==> config.mk <==
export PLATFORM = sky130hd
export DESIGN_NAME = rr_mux_arbiter
export DESIGN_NICKNAME = d
export VERILOG_FILES = /design/src/rtl/rr_mux_arbiter_pkg.sv /design/src/rtl/rr_mux_arbiter_mux_reg_stage.sv /design/src/rtl/rr_mux_arbiter.sv
export SDC_FILE = /design/constraint.sdc
export NUM_CORES = 1
export LEC_CHECK = 0
export BUFFER_PORTS_ARGS = -buffer_cell sky130_fd_sc_hd__buf_2
export CORE_MARGIN = 3
export CORE_UTILIZATION = 43
export CTS_CLUSTER_DIAMETER = 60
export DETAILED_ROUTE_END_ITERATION = 8
export GPL_TIMING_DRIVEN = 0
export PLACE_DENSITY = 0.74
export SETUP_SLACK_MARGIN = 0.05
export SLEW_MARGIN = 5
export SYNTH_ARGS = -nofsm -noshare
export SYNTH_HDL_FRONTEND = slang
export SYNTH_SLANG_ARGS = --single-unit
==> constraint.sdc <==
create_clock -name clk -period 1.63 [get_ports clk]
set_input_delay 0.326 -clock clk [delete_from_list [all_inputs] [get_ports clk]]
set_output_delay 0.326 -clock clk [all_outputs]
set_load 0.03 [all_outputs]
==> src/rtl/rr_mux_arbiter_pkg.sv <==
// ============================================================================
// Module : rr_mux_arbiter_pkg
// Brief  : Shared state encoding and default constants for rr_mux_arbiter.
// Rev    : 1.0 - initial release
// ============================================================================
`default_nettype none

package rr_mux_arbiter_pkg;

    localparam int WIDTH_DEF    = 8;
    localparam int MAX_HOLD_DEF = 4;

    typedef enum logic [1:0] {
        IDLE    = 2'd0,
        GRANT_A = 2'd1,
        GRANT_B = 2'd2
    } arb_state_t;

endpackage

`default_nettype wire

==> src/rtl/rr_mux_arbiter_mux_reg_stage.sv <==
// ============================================================================
// Module : mux_reg_stage
// Brief  : 2:1 data mux feeding a single output register with valid flag.
// Rev    : 1.0 - initial release
// ============================================================================
`default_nettype none

module mux_reg_stage
    import rr_mux_arbiter_pkg::*;
#(
    parameter int WIDTH = WIDTH_DEF
) (
    input  logic             clk,
    input  logic             rst,
    input  logic             sel,
    input  logic [WIDTH-1:0] a_data,
    input  logic [WIDTH-1:0] b_data,
    input  logic             load,
    input  logic             ready,
    output logic [WIDTH-1:0] q,
    output logic             q_valid
);

    logic [WIDTH-1:0] mux_data;

    assign mux_data = sel ? b_data : a_data;

    // load is only raised when the register has space, so it wins over ready
    always_ff @(posedge clk) begin
        if (rst) begin
            q       <= '0;
            q_valid <= 1'b0;
        end else if (load) begin
            q       <= mux_data;
            q_valid <= 1'b1;
        end else if (ready) begin
            q_valid <= 1'b0;
        end
    end

endmodule

`default_nettype wire

==> src/rtl/rr_mux_arbiter.sv <==
// ============================================================================
// Module : rr_mux_arbiter
// Brief  : Two-requester round-robin arbiter with bounded bursts and a
//          registered, back-pressured output stage.
// Rev    : 1.0 - initial release
// ============================================================================
`default_nettype none

module rr_mux_arbiter
    import rr_mux_arbiter_pkg::*;
#(
    parameter int WIDTH    = WIDTH_DEF,
    parameter int MAX_HOLD = MAX_HOLD_DEF
) (
    input  logic             clk,
    input  logic             rst,
    input  logic             a_req_in,
    input  logic [WIDTH-1:0] a_data_in,
    output logic             a_ack_out,
    input  logic             b_req_in,
    input  logic [WIDTH-1:0] b_data_in,
    output logic             b_ack_out,
    output logic             sel_out,
    output logic [WIDTH-1:0] q_out,
    output logic             q_valid_out,
    input  logic             q_ready_in
);

    localparam int                HOLD_W   = $clog2(MAX_HOLD + 1);
    localparam logic [HOLD_W-1:0] HOLD_MAX = HOLD_W'(MAX_HOLD);

    arb_state_t        state, state_nxt;
    logic              pri, pri_nxt;          // 0: A preferred, 1: B preferred
    logic [HOLD_W-1:0] hold_cnt, hold_nxt, hold_inc;
    logic              space;
    logic              load;

    assign space     = !q_valid_out || q_ready_in;
    // acks are masked during reset so a held grant never leaks a transfer
    assign a_ack_out = (state == GRANT_A) && a_req_in && space && !rst;
    assign b_ack_out = (state == GRANT_B) && b_req_in && space && !rst;
    assign load      = a_ack_out || b_ack_out;
    assign sel_out   = (state == GRANT_B);
    assign hold_inc  = (hold_cnt == HOLD_MAX) ? hold_cnt : hold_cnt + HOLD_W'(1);

    always_ff @(posedge clk) begin
        if (rst) begin
            state    <= IDLE;
            pri      <= 1'b0;
            hold_cnt <= '0;
        end else begin
            state    <= state_nxt;
            pri      <= pri_nxt;
            hold_cnt <= hold_nxt;
        end
    end

    always_comb begin
        state_nxt = state;
        pri_nxt   = pri;
        hold_nxt  = hold_cnt;
        if (space) begin
            case (state)
                IDLE: begin
                    if (a_req_in && b_req_in) state_nxt = pri ? GRANT_B : GRANT_A;
                    else if (a_req_in)        state_nxt = GRANT_A;
                    else if (b_req_in)        state_nxt = GRANT_B;
                end
                GRANT_A: begin
                    if (!a_req_in) begin
                        state_nxt = b_req_in ? GRANT_B : IDLE;
                        pri_nxt   = 1'b1;
                        hold_nxt  = '0;
                    end else if (hold_inc == HOLD_MAX && b_req_in) begin
                        state_nxt = GRANT_B;
                        pri_nxt   = 1'b1;
                        hold_nxt  = '0;
                    end else begin
                        hold_nxt  = hold_inc;
                    end
                end
                GRANT_B: begin
                    if (!b_req_in) begin
                        state_nxt = a_req_in ? GRANT_A : IDLE;
                        pri_nxt   = 1'b0;
                        hold_nxt  = '0;
                    end else if (hold_inc == HOLD_MAX && a_req_in) begin
                        state_nxt = GRANT_A;
                        pri_nxt   = 1'b0;
                        hold_nxt  = '0;
                    end else begin
                        hold_nxt  = hold_inc;
                    end
                end
                default: begin
                    state_nxt = IDLE;
                    hold_nxt  = '0;
                end
            endcase
        end
    end

    mux_reg_stage #(
        .WIDTH (WIDTH)
    ) u_mux_reg_stage (
        .clk     (clk),
        .rst     (rst),
        .sel     (sel_out),
        .a_data  (a_data_in),
        .b_data  (b_data_in),
        .load    (load),
        .ready   (q_ready_in),
        .q       (q_out),
        .q_valid (q_valid_out)
    );

endmodule

`default_nettype wire
==> results of run 1 <==
==> routing by layer <==
layer / wire (µm) / vias up / track usage
met2: 1270 / 33 / 0.341
met4: 42 / 0 / 0.118
met1: 955 / 424 / 0.191
met3: 154 / 6 / 0.0315
met5: 0 / - / 0
li1: - / 454 / -
==> registers in the layout, indices dropped and copies added (netlist names) <==
signal and count:
u_mux_reg_stage.q 8, hold_cnt 3, state 2, pri 1, u_mux_reg_stage.q_valid 1
==> placed cells by master (no fill, tap or decap), drive strengths merged <==
cell type,n
buf,45
dfxtp,15
nor2,12
mux2i,10
a211oi,8
a21oi,7
nand2,6
ha,6
inv,5
clkbuf,5
o21ai,4
nand2b,3
nor3,3
nor2b,2
a22oi,1
nand3,1
a311o,1
a32oi,1
a211o,1
a21boi,1
and3b,1
o2111ai,1
nand3b,1
o21bai,1
a31oi,1
a41o,1
o21a,1
nand4,1
or4,1
==> critical path: cells and delay by family (launching register included) <==
family,cells,cell delay (ns)
adder cells (fa/ha/maj),1,0.33
flip-flops,1,0.40
buffers and inverters,1,0.05
AO/OA/AOI/OAI,2,0.53
AND/OR/NAND/NOR,2,0.19
==> area by class of cell <==
class | count | area [µm²] | share of cell area
flip-flops and latches | 15 | 313 | 0.236
clock buffers | 4 | 26.3 | 0.0198
multi-input cells | 76 | 649 | 0.490
inverters | 5 | 21.3 | 0.0161
well taps | 27 | 33.8 | 0.0255
plain buffers | 5 | 45.0 | 0.0340
repair buffers | 41 | 236 | 0.178
==> metrics by stage <==
step                setup TNS, ns  hold WS [ns]  utilization  setup WS (ns)  std cells
floorplan                       0         0.451            -         0.0282        101
global placement          -0.0502         0.480        0.574        -0.0387        160
detailed placement         -0.208         0.492        0.574        -0.0828        160
CTS                      -0.00912         0.374        0.633       -0.00912        169
global route              -0.0964         0.379        0.669        -0.0436        173
finish                          0         0.381        0.669        0.00760        173
==> final timing paths <==
path                          end  slack [ns]  cells after the start
max                   hold_cnt[0]       0.008                      6
min          u_mux_reg_stage.q[2]        0.38                      3
max reg2reg           hold_cnt[0]       0.008                      6
min reg2reg  u_mux_reg_stage.q[0]        0.50                      2
==> cells by family (layout without fill, tap and decap cells) <==
family          after synthesis  in the layout
compound gates               29             29
fa+ha+maj                     6              6
buf+inv                      10             55
flops                        15             15
mux                          10             10
simple gates                 31             31
==> report_power, final <==
group          internal (mW)  switching [mW]  total, mW
registers              0.469          0.0784      0.547
logic                  0.544           0.655       1.20
clock network         0.0948           0.109      0.204
==> repair_timing <==
| item | in CTS | in global routing |
|---|---|---|
| resized for setup | 18 | 10 |
| pin swaps | 4 | 4 |
| buffers inserted | 5 | 4 |
| setup endpoints to repair | 7 | 9 |
==> summary.md, run 1 <==
| Metric | Value |
|---|---|
| Status | `finished, final reports clean` |
| Adder-Cell Fraction of Synth Area | `0.0824` |
| Async S/R FF share, synth | `0` |
| Crit share post-route | `0.995` |
| IO Count | `33` |
| Global route overflow | `0` |
| Relative slew slack | `0.638` |
| Worst skew pair latency | `~0.27 ns` |
| Pre-antenna DRT Iters | `4` |
| WL/cell | `14.0 µm` |
| RSZ-0062 raised after global routing | `true` |
| Seq cells post-synth | `15` |
| IO Port Bufs | `32` |
| Top cell type's share of synthesized area | `0.330` |
| Ys flop type | `dfxtp_1` |
| Die area | `between 0.002 and 0.003 mm²` |
| DR vias/cell | `5.30` |
| Post-Route WL | `around 2400 µm` |
| CP cell instances | `inv_4, ha_1, nor2b_4, a311o_1, a32oi_1, nor2_1` |
| Simple-Gate Fraction of Synth Area | `0.179` |
| VDD IR max | `0.790 mV` |
| Layout cells sized above 1 | `0.473` |
| Min cycle time layout | `about 1.6 ns` |
| Unique masters post-synth | `34` |
| Leakage | `roughly 0.56 nW` |
| Row count | `16` |
| Multiplexer share of the synthesized area | `0.110` |
| Final Power | `1.95 mW` |
| Clk buf depth | `2` |
| Worst Setup SP | `state[0]` |
| CTS H-Tree Depth | `1` |
| Slew of the pin with the lowest slew margin | `roughly 0.54 ns` |
| Largest family of logic cells by synthesized area | `compound AO/OA/AOI/OAI gates` |
| Maximum number of pins on one net before global-route repair | `11` |
| Post-synth net total | `about 130` |
| EDFF count, synth | `0` |
| Cts hold-fix bufs | `0` |
| Post-detail-place hpwl | `between 1500 and 2000 µm` |
| CTS tree | `built` |
| Area of the mapped netlist | `approximately 910 µm²` |
| Synth area leader | `dfxtp_1` |
| DRC errors left | `0` |
| CP endpoint kind | `flop` |
| 1st-iter DRT viols | `5` |
| Peak Freq | `around 0.62 GHz` |
| Clock Pin Slew Worst Setup and Hold Paths | `0.08 ns` |
| ANT cells | `0` |
| Final ANT Viol Nets | `0` |
| Critical path peak fanout | `4` |
| Initial antenna violation count | `0` |
| Start of the worst register-to-register path | `state[0]` |
| Hold Fails Final Rpt | `0` |
| Layout area overhead | `45.5%` |
| Slowest library cell on the worst path | `dfxtp_4` |
| Total Routing Usage GR | `0.186` |
| CORE AREA | `0.00198 mm²` |
| # fillers | `~160` |
| First-pass GRT wire length | `approximately 3700 µm` |
| GP Congestion | `0.791` |
| Data arrival, critical path | `about 1.8 ns` |
| # setup viols final | `0` |
| Starting Density | `0.460` |
| Post-synthesis sequential area ratio | `0.330` |
| Crit path largest cell delay | `around 0.40 ns` |
| Final net count | `174` |
| Vias | `around 900` |
| Ys Warns | `0` |
| Setup crit start kind | `flop` |
| Worst hold start | `a_data_in[2]` |
| Post-synthesis compound-gate area fraction | `0.247` |
| Commonest cells in the netlist | `dfxtp_1, nor2_1, mux2i_1, a21oi_1` |
| Cell area after layout | `approximately 0.0013 mm²` |
| Skew final | `~0.0015 ns` |
| Syn Inst Count | `101` |
| Clock Tree Root | `clkbuf_4` |
| Syn avg cell area | `roughly 9.0 µm²` |
| Synth area leaders | `dfxtp_1, mux2i_1, ha_1, a211oi_1, nor2_1` |
| Post-DP Area | `between 0.001 and 0.0015 mm²` |
| Crit Path Category | `flop to flop` |
| Die Span Y | `between 50 and 60 µm` |
| Count leader, synth | `dfxtp_1` |
| Number of global-route vias before repair | `913` |
| # clock sinks | `15` |
| Worst EP required | `approximately 1.8 ns` |
| CTS buffer count | `3` |
| Hold crit path type | `primary input to flop` |
| Pins Over Slew Limit | `0` |
| Die X | `between 50 and 60 µm` |
| Max Cap Viol | `0` |
| Cell Pwr Density | `1470 mW/mm²` |
| XOR/XNOR share of the synthesized area | `0` |
(Power assumes the default switching activity.)
==> run 2, diff against run 1 <==
--- a/config.mk
+++ b/config.mk
@@ -7,11 +7,11 @@
 export LEC_CHECK = 0
 export BUFFER_PORTS_ARGS = -buffer_cell sky130_fd_sc_hd__buf_2
 export CORE_MARGIN = 3
-export CORE_UTILIZATION = 43
+export CORE_UTILIZATION = 51
 export CTS_CLUSTER_DIAMETER = 60
 export DETAILED_ROUTE_END_ITERATION = 8
 export GPL_TIMING_DRIVEN = 0
-export PLACE_DENSITY = 0.74
+export PLACE_DENSITY = 0.82
 export SETUP_SLACK_MARGIN = 0.05
 export SLEW_MARGIN = 5
 export SYNTH_ARGS = -nofsm -noshare
==> constraint.sdc (replaced) <==
create_clock -name clk -period 2.02 [get_ports clk]
set_input_delay 0.404 -clock clk [delete_from_list [all_inputs] [get_ports clk]]
set_output_delay 0.404 -clock clk [all_outputs]
set_load 0.03 [all_outputs]
==> run 2 against run 1 <==
Effect of this change:
- cell area is 12% lower
- first-iteration DRC count grew to 3.0 times the previous value
- combinational power is 34% lower
- register-to-register slack better by 0.21 ns
- global-route usage is 1.5 points higher
- count of clock-buffer cells in the layout stayed put
- cell count is 6.9% lower
- wire length is 17% lower
- via count is 5.0% lower
==> summary.md, run 2 (synthesized netlist as in run 1, its figures left out) <==
| Metric | Value |
|---|---|
| Post-Route WL | `2020 µm (-17%)` |
| Layout cells sized above 1 | `0.343 (-0.130)` |
| Initial antenna violation count | `0 (unchanged)` |
| Pins Over Slew Limit | `0 (unchanged)` |
| First-pass GRT wire length | `3270 µm (-11%)` |
| RSZ-0062 raised after global routing | `false` |
| Data arrival, critical path | `1.47 ns (-0.30 ns)` |
| Critical path peak fanout | `10 (+6)` |
| DR vias/cell | `5.41 (+2.1%)` |
| # setup viols final | `0 (unchanged)` |
| Skew final | `0.00481 ns (+0.00335 ns)` |
| Relative slew slack | `0.659 (+0.0208)` |
| WL/cell | `12.6 µm (-10%)` |
| Crit share post-route | `0.930` |
| Worst reg2reg path endpoint | `hold_cnt[0]` |
| Die Span Y | `48.3 µm (-7.2%)` |
| FF-to-FF path depth | `7 (+1)` |
| Hold path depth | `3 (unchanged)` |
| Number of global-route vias before repair | `819 (-10%)` |
| CP endpoint kind | `primary output` |
| Setup TNS | `0 ns (unchanged)` |
| Die X | `48.3 µm (-7.2%)` |
| Min cycle time layout | `approximately 1.9 ns` |
| IO Count | `33 (unchanged)` |
| Top flop regs | `u_mux_reg_stage.q: 8 flops, hold_cnt: 3 flops, state: 2 flops` |
| Global route overflow | `0 (unchanged)` |
| ANT cells | `0 (unchanged)` |
| Vias | `871 (-5.0%)` |
| Clock Pin Slew Worst Setup and Hold Paths | `0.09 ns (about the same)` |
| Leakage | `0.495 nW (-12%)` |
| Worst EP required | `1.62 ns (-0.16 ns)` |
| # clock sinks | `15 (unchanged)` |
| Layout area overhead | `27.3%` |
| Hold crit path type | `primary input to flop` |
| Final ANT Viol Nets | `0 (unchanged)` |
| Starting Density | `0.571 (+0.112)` |
| Slew of the pin with the lowest slew margin | `0.511 ns (-0.0311 ns)` |
| 1st-iter DRT viols | `15 (+10)` |
| Cts hold-fix bufs | `0 (unchanged)` |
| Worst hold start | `a_data_in[0]` |
| Clk buf depth | `2 (unchanged)` |
| Total Routing Usage GR | `0.200 (+0.0146)` |
| Final net count | `165 (-5.2%)` |
| Switching share of power | `0.445 (+0.0129)` |
| Commonest non-fill, non-tap cell in the layout | `buf_2` |
| Die area | `0.00233 mm² (-14%)` |
| Seq pwr share | `0.302 (+0.021)` |
| Final Power | `1.39 mW (-29%)` |
| IO Port Bufs | `32 (unchanged)` |
| Post-CTS Setup Bufs | `0 (-5)` |
| Setup crit start kind | `flop` |
| VDD IR max | `0.810 mV (+2.5%)` |
| Maximum number of pins on one net before global-route repair | `11 (unchanged)` |
| Max Cap Viol | `0 (unchanged)` |
| Post-detail-place hpwl | `1580 µm (-4.8%)` |
| CTS H-Tree Depth | `1 (unchanged)` |
| Max reg flops | `8 (unchanged)` |
| Clock Tree Root | `clkbuf_4` |
| Top reg by flops | `u_mux_reg_stage.q` |
| DRC errors left | `0 (unchanged)` |
| Start of the worst register-to-register path | `state[1]` |
| Clock Power Share | `0.126 (+0.021)` |
| Reported net switching power | `0.616 mW (-27%)` |
| GP Congestion | `0.828 (+4.6%)` |
| CORE AREA | `0.00159 mm² (-20%)` |
| Crit Path Category | `flop to primary output` |
| Row count | `14 (-2)` |
| Hold Fails Final Rpt | `0 (unchanged)` |
| Status | `finished, final reports clean` |
| Logic gate share of total power | `0.572 (-0.043)` |
| CTS buffer count | `3 (unchanged)` |
| Pint | `0.769 mW (-31%)` |
| Cell Pwr Density | `1190 mW/mm² (-19%)` |
| Commonest non-fill, non-tap cells in the layout | `buf_2, dfxtp_1, nor2_1` |
| Hold Path Sink | `u_mux_reg_stage.q[0]` |
| R2R Setup Slk | `0.22 ns (+0.21 ns)` |
| CTS tree | `built` |
| Peak Freq | `~0.53 GHz` |
| Worst skew pair latency | `0.29 ns (+0.02 ns)` |
| Pre-antenna DRT Iters | `4 (unchanged)` |
run 2: cell count changes in the layout (fill, tap and decap cells not counted), moves of 2 or more:
| cell | previous run | this run |
|---|---|---|
| ha_4 | 3 | 1 |
| buf_4 | 10 | 1 |
| nand2_1 | 4 | 6 |
| dfxtp_4 | 3 | 0 |
| ha_1 | 3 | 5 |
| buf_2 | 30 | 32 |
| dfxtp_1 | 11 | 15 |
| nor2b_4 | 2 | 0 |
run 2: per-layer routing:
metal	GRT usage	wire, µm
met4	0.0914	34
met5	0	0
met1	0.231	906
met3	0.0295	132
met2	0.359	947
run 2: area by class of cell:
type	count	area, µm²
Fill cell	121	434
Clock buffer	4	26.3
Timing Repair Buffer	32	163
Tap cell	24	30.0
Multi-Input combinational cell	76	587
Buffer	5	35.0
Inverter	5	18.8
Sequential cell	15	300
run 2: power groups by stage:
| stage | combinational (mW) | clock, mW | sequential [mW] |
|---|---|---|---|
| global placement | 0.737 | 0 | 0.412 |
| global route | 0.860 | 0.185 | 0.428 |
| finish | 0.792 | 0.175 | 0.418 |
| floorplan | 0.515 | 0 | 0.491 |
| CTS | 0.784 | 0.177 | 0.411 |
| detailed placement | 0.761 | 0 | 0.418 |
run 2: worst max path at each step:
stage	endpoint	from	slack, ns
floorplan	b_ack_out	state[0]	0.07
global placement	b_ack_out	state[0]	0.16
detailed placement	b_ack_out	state[0]	0.14
CTS	b_ack_out	state[0]	0.05
global route	b_ack_out	state[1]	0.06
finish	b_ack_out	state[1]	0.14
run 2: through the flow:
stage                     worst slack [ns]  hold WS (ns)  instances  instance area [µm²]  utilization
after global routing                0.0578         0.459        161                 1160        0.728
final                                0.141         0.439        161                 1160        0.728
after global placement               0.159         0.466        157                 1110        0.698
after CTS                           0.0531         0.446        161                 1150        0.721
after detailed placement             0.138         0.490        157                 1110        0.698
after floorplan                     0.0691         0.451        101                  922            -
run 2: repair_timing:
action,CTS,global route
endpoints found under the setup margin,1,1
gates resized for setup,4,2
cloned,0,0
run 2: worst max-delay path, stage by stage (launching register included):
cell and delay (ns):
dfxtp_1 0.43, ha_4 0.20, buf_6 0.17, nand2_1 0.10, nor3_4 0.11, buf_4 0.18
